$ cat config.mk
export PLATFORM = sky130hd
export DESIGN_NAME = ysyx_23060171_lsu
export DESIGN_NICKNAME = d
export VERILOG_FILES = /design/src/rtl/ysyx_23060171_lsu.sv
export SDC_FILE = /design/constraint.sdc
export NUM_CORES = 1
export LEC_CHECK = 0
export CAP_MARGIN = 10
export CORE_MARGIN = 2
export CORE_UTILIZATION = 40
export DETAILED_ROUTE_END_ITERATION = 10
export GPL_ROUTABILITY_DRIVEN = 1
export HOLD_SLACK_MARGIN = 0.12
export PLACE_DENSITY = 0.72
export SYNTH_ARGS = -nofsm -noshare
export SYNTH_HDL_FRONTEND = slang
export SYNTH_SLANG_ARGS = --single-unit
export TNS_END_PERCENT = 1
$ cat constraint.sdc
create_clock -name clk -period 3 [get_ports clk]
set_clock_uncertainty 0.2 [all_clocks]
set_input_delay 0.3 -clock clk [delete_from_list [all_inputs] [get_ports clk]]
set_output_delay 0.3 -clock clk [all_outputs]
set_load 0.01 [all_outputs]
$ cat src/rtl/ysyx_23060171_lsu.sv
// Load/store unit: takes one decoded memory operation per upstream handshake,
// issues at most one request on the data bus, and returns the extended load
// data (or zero for stores and pass-through) to write-back.
module ysyx_23060171_lsu #(
    parameter int unsigned XLEN    = 32,
    parameter int unsigned TIMEOUT = 255
) (
    input  logic            clk,
    input  logic            rst_n,
    input  logic            i_in_valid,
    output logic            o_in_ready,
    input  logic            i_mem_valid,
    input  logic            i_mem_we,
    input  logic [7:0]      i_mem_wmask,
    input  logic [2:0]      i_mem_rd,
    input  logic [XLEN-1:0] i_addr,
    input  logic [XLEN-1:0] i_wdata,
    output logic            o_bus_req_valid,
    input  logic            i_bus_req_ready,
    output logic            o_bus_req_we,
    output logic [XLEN-1:0] o_bus_req_addr,
    output logic [XLEN-1:0] o_bus_req_wdata,
    output logic [3:0]      o_bus_req_wstrb,
    input  logic            i_bus_resp_valid,
    input  logic [XLEN-1:0] i_bus_resp_data,
    input  logic            i_bus_resp_err,
    output logic            o_out_valid,
    input  logic            i_out_ready,
    output logic [XLEN-1:0] o_out_rdata,
    output logic            o_out_err
);

    localparam int unsigned CW = $clog2(TIMEOUT + 1);

    typedef enum logic [1:0] {StIdle, StReq, StResp, StDone} state_t;

    state_t          r_state, w_state_d;
    logic [CW-1:0]   r_cnt, w_cnt_d, w_cnt_inc;
    logic [XLEN-1:0] r_rdata, w_rdata_d;
    logic            r_err, w_err_d;

    // Operation captured at the upstream handshake.
    logic            r_we;
    logic [3:0]      r_mask;
    logic [2:0]      r_rd;
    logic [XLEN-1:0] r_addr;
    logic [XLEN-1:0] r_wdata;

    logic            w_accept;
    logic            w_is_half;
    logic            w_is_word;
    logic            w_misaligned;
    logic [XLEN-1:0] w_lane;
    logic [XLEN-1:0] w_load;
    logic            w_unused_wmask;

    // Upper mask bits carry no meaning for a 32-bit bus.
    assign w_unused_wmask = ^i_mem_wmask[7:4];

    assign w_accept  = i_in_valid && o_in_ready;
    assign w_cnt_inc = r_cnt + CW'(1);

    // Access size comes from the mask for stores and from MemRD for loads.
    assign w_is_half = i_mem_we ? (i_mem_wmask[3:0] == 4'b0011)
                                : (i_mem_rd == 3'b001 || i_mem_rd == 3'b100);
    assign w_is_word = i_mem_we ? (i_mem_wmask[3:0] == 4'b1111) : (i_mem_rd == 3'b010);
    assign w_misaligned = (w_is_half && i_addr[0]) || (w_is_word && (i_addr[1:0] != 2'b00));

    assign o_in_ready      = (r_state == StIdle);
    assign o_bus_req_valid = (r_state == StReq);
    assign o_bus_req_we    = r_we;
    assign o_bus_req_addr  = {r_addr[XLEN-1:2], 2'b00};
    assign o_bus_req_wdata = r_wdata << {r_addr[1:0], 3'b000};
    assign o_bus_req_wstrb = r_mask << r_addr[1:0];
    assign o_out_valid     = (r_state == StDone);
    assign o_out_rdata     = r_rdata;
    assign o_out_err       = r_err;

    assign w_lane = i_bus_resp_data >> {r_addr[1:0], 3'b000};

    // Select and extend the addressed lane of the read word.
    always_comb begin
        w_load = {{(XLEN-8){1'b0}}, w_lane[7:0]};
        case (r_rd)
            3'b000:  w_load = {{(XLEN-8){w_lane[7]}}, w_lane[7:0]};
            3'b001:  w_load = {{(XLEN-16){w_lane[15]}}, w_lane[15:0]};
            3'b010:  w_load = w_lane;
            3'b100:  w_load = {{(XLEN-16){1'b0}}, w_lane[15:0]};
            default: w_load = {{(XLEN-8){1'b0}}, w_lane[7:0]};
        endcase
    end

    // Next-state, timeout counter and result computation.
    always_comb begin
        w_state_d = r_state;
        w_cnt_d   = r_cnt;
        w_rdata_d = r_rdata;
        w_err_d   = r_err;
        case (r_state)
            StIdle: begin
                if (i_in_valid) begin
                    if (!i_mem_valid || w_misaligned) begin
                        w_state_d = StDone;
                        w_rdata_d = '0;
                        w_err_d   = i_mem_valid;
                    end else begin
                        w_state_d = StReq;
                    end
                end
            end
            StReq: begin
                if (i_bus_req_ready) begin
                    w_state_d = StResp;
                    w_cnt_d   = '0;
                end
            end
            StResp: begin
                w_cnt_d = w_cnt_inc;
                // A response in the timeout cycle still wins.
                if (i_bus_resp_valid) begin
                    w_state_d = StDone;
                    w_rdata_d = r_we ? '0 : w_load;
                    w_err_d   = i_bus_resp_err;
                end else if (w_cnt_inc == CW'(TIMEOUT)) begin
                    w_state_d = StDone;
                    w_rdata_d = '0;
                    w_err_d   = 1'b1;
                end
            end
            StDone: begin
                if (i_out_ready) begin
                    w_state_d = StIdle;
                end
            end
            default: w_state_d = StIdle;
        endcase
    end

    // State, counter and result registers.
    always_ff @(posedge clk or negedge rst_n) begin
        if (!rst_n) begin
            r_state <= StIdle;
            r_cnt   <= '0;
            r_rdata <= '0;
            r_err   <= 1'b0;
        end else begin
            r_state <= w_state_d;
            r_cnt   <= w_cnt_d;
            r_rdata <= w_rdata_d;
            r_err   <= w_err_d;
        end
    end

    // Operation capture; held stable through REQ so the bus sees fixed values.
    always_ff @(posedge clk or negedge rst_n) begin
        if (!rst_n) begin
            r_we    <= 1'b0;
            r_mask  <= '0;
            r_rd    <= '0;
            r_addr  <= '0;
            r_wdata <= '0;
        end else if (w_accept) begin
            r_we    <= i_mem_we;
            r_mask  <= i_mem_wmask[3:0];
            r_rd    <= i_mem_rd;
            r_addr  <= i_addr;
            r_wdata <= i_wdata;
        end
    end

endmodule
==> metrics.md <==
| Metric | Value |
|---|---|
| Status | completed |
| Critical-path cell list | buf_12, nor2b_1, buf_4, nand2_1, o21ai_0, clkdlybuf4s50_1 |
| Clock latency on the worst-skew pair | about 400 ps |
| Core ar. | ~16,000 µm² |
| Row count | 46 |
| Cells after synthesis | a little under 600 |
| Final hold slack | ~170 ps |
| Static Leak | ~3.9 nW |
| Largest net degree at the start of global routing | a little over 90 |
| Buf/Inv on CP | 3 |
| Core Util, Final | between 50% and 60% |
| R2R depth | 6 |
| Antenna-violating nets left | 0 |
| CTS tree | done |
| Most used DFF post-synth | dfrtp_1 |
| Area delta synth->final | 42.01% |
| Placer Congestion | slightly above 0.8 |
| Slew at the pin closest to its max-slew limit | 1146 ps |
| First-pass GRT wire length | about 27 mm |
| Register area share after synthesis | between 40% and 50% |
| Vias | approximately 5,000 |
| Clk pin slew, worst setup/hold paths | 50 ps |
| Total GRT Usage | a little over a fifth |
| Vias in the first global route | roughly 5,300 |
| Slowest cell delay on critical path | ~610 ps |
| # clock sinks | 115 |
| Setup repair bufs after CTS | 0 |
| DP Cell Count | 955 |
| Antenna Cells | 0 |
| Yosys warning count | 0 |
| Mapped cell area | between 6000 and 7000 µm² |
| Sum Neg Setup Slack | 0 ps |
| Critical Path Sink Type | primary output |
| Setup CP Type | reg2out |
| Most common cell after layout, fill and taps aside | clkdlybuf4s50_1 |
| Register-to-register setup slack | around 440 ps |
| Share of flip-flops with an asynchronous set or reset | between 90% and 100% |
| Fin nets | approximately 880 |
| Fill cells | around 1,300 |
| Critical path depth in cells | 6 |
| Port Buf Inserts | about 210 |
| Fin. Hold Viols | 0 |
| Mean routed wirelength per cell | 17.97 µm |
| Number of remaining DRC errors | 0 |
| WL final | about 18 mm |
| EDFF count, synth | 0 |
| Final HPWL DP | 12.91 mm |
| VDD IR max | between 0.5 and 0.6 mV |
| CP delay by family, top | buffers and inverters |
| Slew HR | approximately a quarter |
| Via/cell ratio | 5.158 |
| Tmin final | around 2900 ps |
| Total die area | 17,130 µm² |
| Clock buffer depth | 2 |
| CP required | between 2000 and 3000 ps |
| Number of synthesized register bits | ~120 |
| Die Y | about 130 µm |
| Max Cap Violations | 0 |
| DR iter-0 viols | 264 |
| CTS buffer count | 17 |
| Post-route insts no fill | a little under 1,000 |
| PD cells | roughly 1100 nW/µm² |
| Starting Density | just over 40% |
| Initial antenna violation count | 0 |
| Fin. max-slew vios | 0 |
| Io pins | ~220 |
| Total grt overflow | 0 |
| Drt pass-1 iters | 6 |
| Layout cells sized above 1 | 22.15% |
| Final cycle utilization of the critical path | around 95% |
| H-tree depth | 4 |
| CTS root buf | clkbuf_16 |
| Most frequent cells in the layout | 213 x clkdlybuf4s50_1, 114 x dfrtp_1, 84 x mux2_2 |
| Mean area per synthesized cell | ~11 µm² |
| RSZ-0062 raised after global routing | false |
| Final setup violation count | 0 |
| Max Fclk | about 350 MHz |
| Slowest CP cell | clkdlybuf4s50_1 |
| Max FO, Critical Path | 39 |
| Critical Path Source Type | register |
| Die width | between 100 and 150 µm |
| Critical path arrival | about 2400 ps |
| Power Total | ~9.7 mW |
| Cell variety after synth | 47 |
| Worst min-delay path class | in2async |
cells in the mapped netlist (all sizes together) (2+ instances only):
| library cell | instances | area share [%] |
|---|---|---|
| inv | 7 | 0.41 |
| nand2b | 3 | 0.29 |
| mux2i | 39 | 6.1 |
| o21ai | 26 | 2.0 |
| dfrtp | 115 | 45 |
| o31ai | 2 | 0.23 |
| mux2 | 113 | 21 |
| nand2 | 55 | 3.2 |
| or3b | 2 | 0.27 |
| nor2 | 32 | 1.9 |
| nand3 | 4 | 0.31 |
| xor2 | 4 | 0.54 |
| o22ai | 5 | 0.49 |
| and3 | 3 | 0.29 |
| a31oi | 3 | 0.29 |
| nor3 | 2 | 0.16 |
| a21oi | 38 | 3.0 |
| ha | 6 | 1.2 |
| clkbuf | 10 | 0.58 |
| buf | 53 | 6.1 |
| and2 | 9 | 0.87 |
| dlygate4sd1 | 2 | 0.27 |
| a211oi | 17 | 2.0 |
| nor2b | 13 | 1.3 |
path summary, 6_finish.rpt:
path                                       end   startpoint
max in group asynchronous            r_addr[0]        rst_n
max reg2reg                    o_out_rdata[25]      r_rd[0]
min                            o_out_rdata[24]        rst_n
min in group clk                   r_wdata[30]  r_wdata[30]
max                        o_bus_req_wdata[23]    r_addr[0]
min reg2reg                        r_wdata[30]  r_wdata[30]
flip-flops by register name, indices dropped and copies added (netlist names):
signal,count
o_out_rdata,32
r_addr,32
r_wdata,32
r_cnt,8
r_mask,4
r_rd,3
r_state,2
o_bus_req_we,1
o_out_err,1
metrics by stage:
stage               worst slack [ps]  cell area [µm²]
floorplan                      699.2             6442
global placement               179.5             8533
detailed placement             153.5             8533
CTS                            80.01             9141
global route                   45.69             9144
finish                         147.1             9144
per-layer routing:
layer  global-route usage [%]  routed length, µm  vias to the layer above
met5                        0                  0                        -
met4                    6.946                277                        0
met3                    8.550               1636                       20
met2                    34.96               8609                      217
met1                    24.99               7232                     2496
li1                         -                  -                     2363
power by group:
group	switching, mW	internal (mW)
clock	0.722	1.29
sequential	0.480	2.20
combinational	2.29	2.72
total	3.50	6.21
cell families after synthesis:
| group | after synthesis | synth area share [%] |
|---|---|---|
| flops | 115 | 44.69 |
| buf+inv | 75 | 7.890 |
| compound gates | 95 | 8.550 |
| fa+ha+maj | 6 | 1.166 |
| xor+xnor | 5 | 0.6801 |
| mux | 152 | 27.52 |
| simple gates | 129 | 9.444 |
| other cells | 1 | 0.05824 |
area by class of cell:
type | count | area [µm²] | share of cell area (%)
sequential | 115 | 2879 | 31.49
inverter | 7 | 26.28 | 0.2874
multi-input combinational | 389 | 3065 | 33.52
tap | 216 | 270.3 | 2.956
clock buffer | 20 | 466.7 | 5.104
clock inverter | 12 | 131.4 | 1.437
timing repair buffer | 229 | 2305 | 25.21
repair_timing:
action	in CTS	in global routing
resized for setup	0	1
hold buffers	1	0
endpoints found under the setup margin	0	1
endpoints found under the hold margin	115	0
Note: power is estimated with default switching activity, not from simulation.
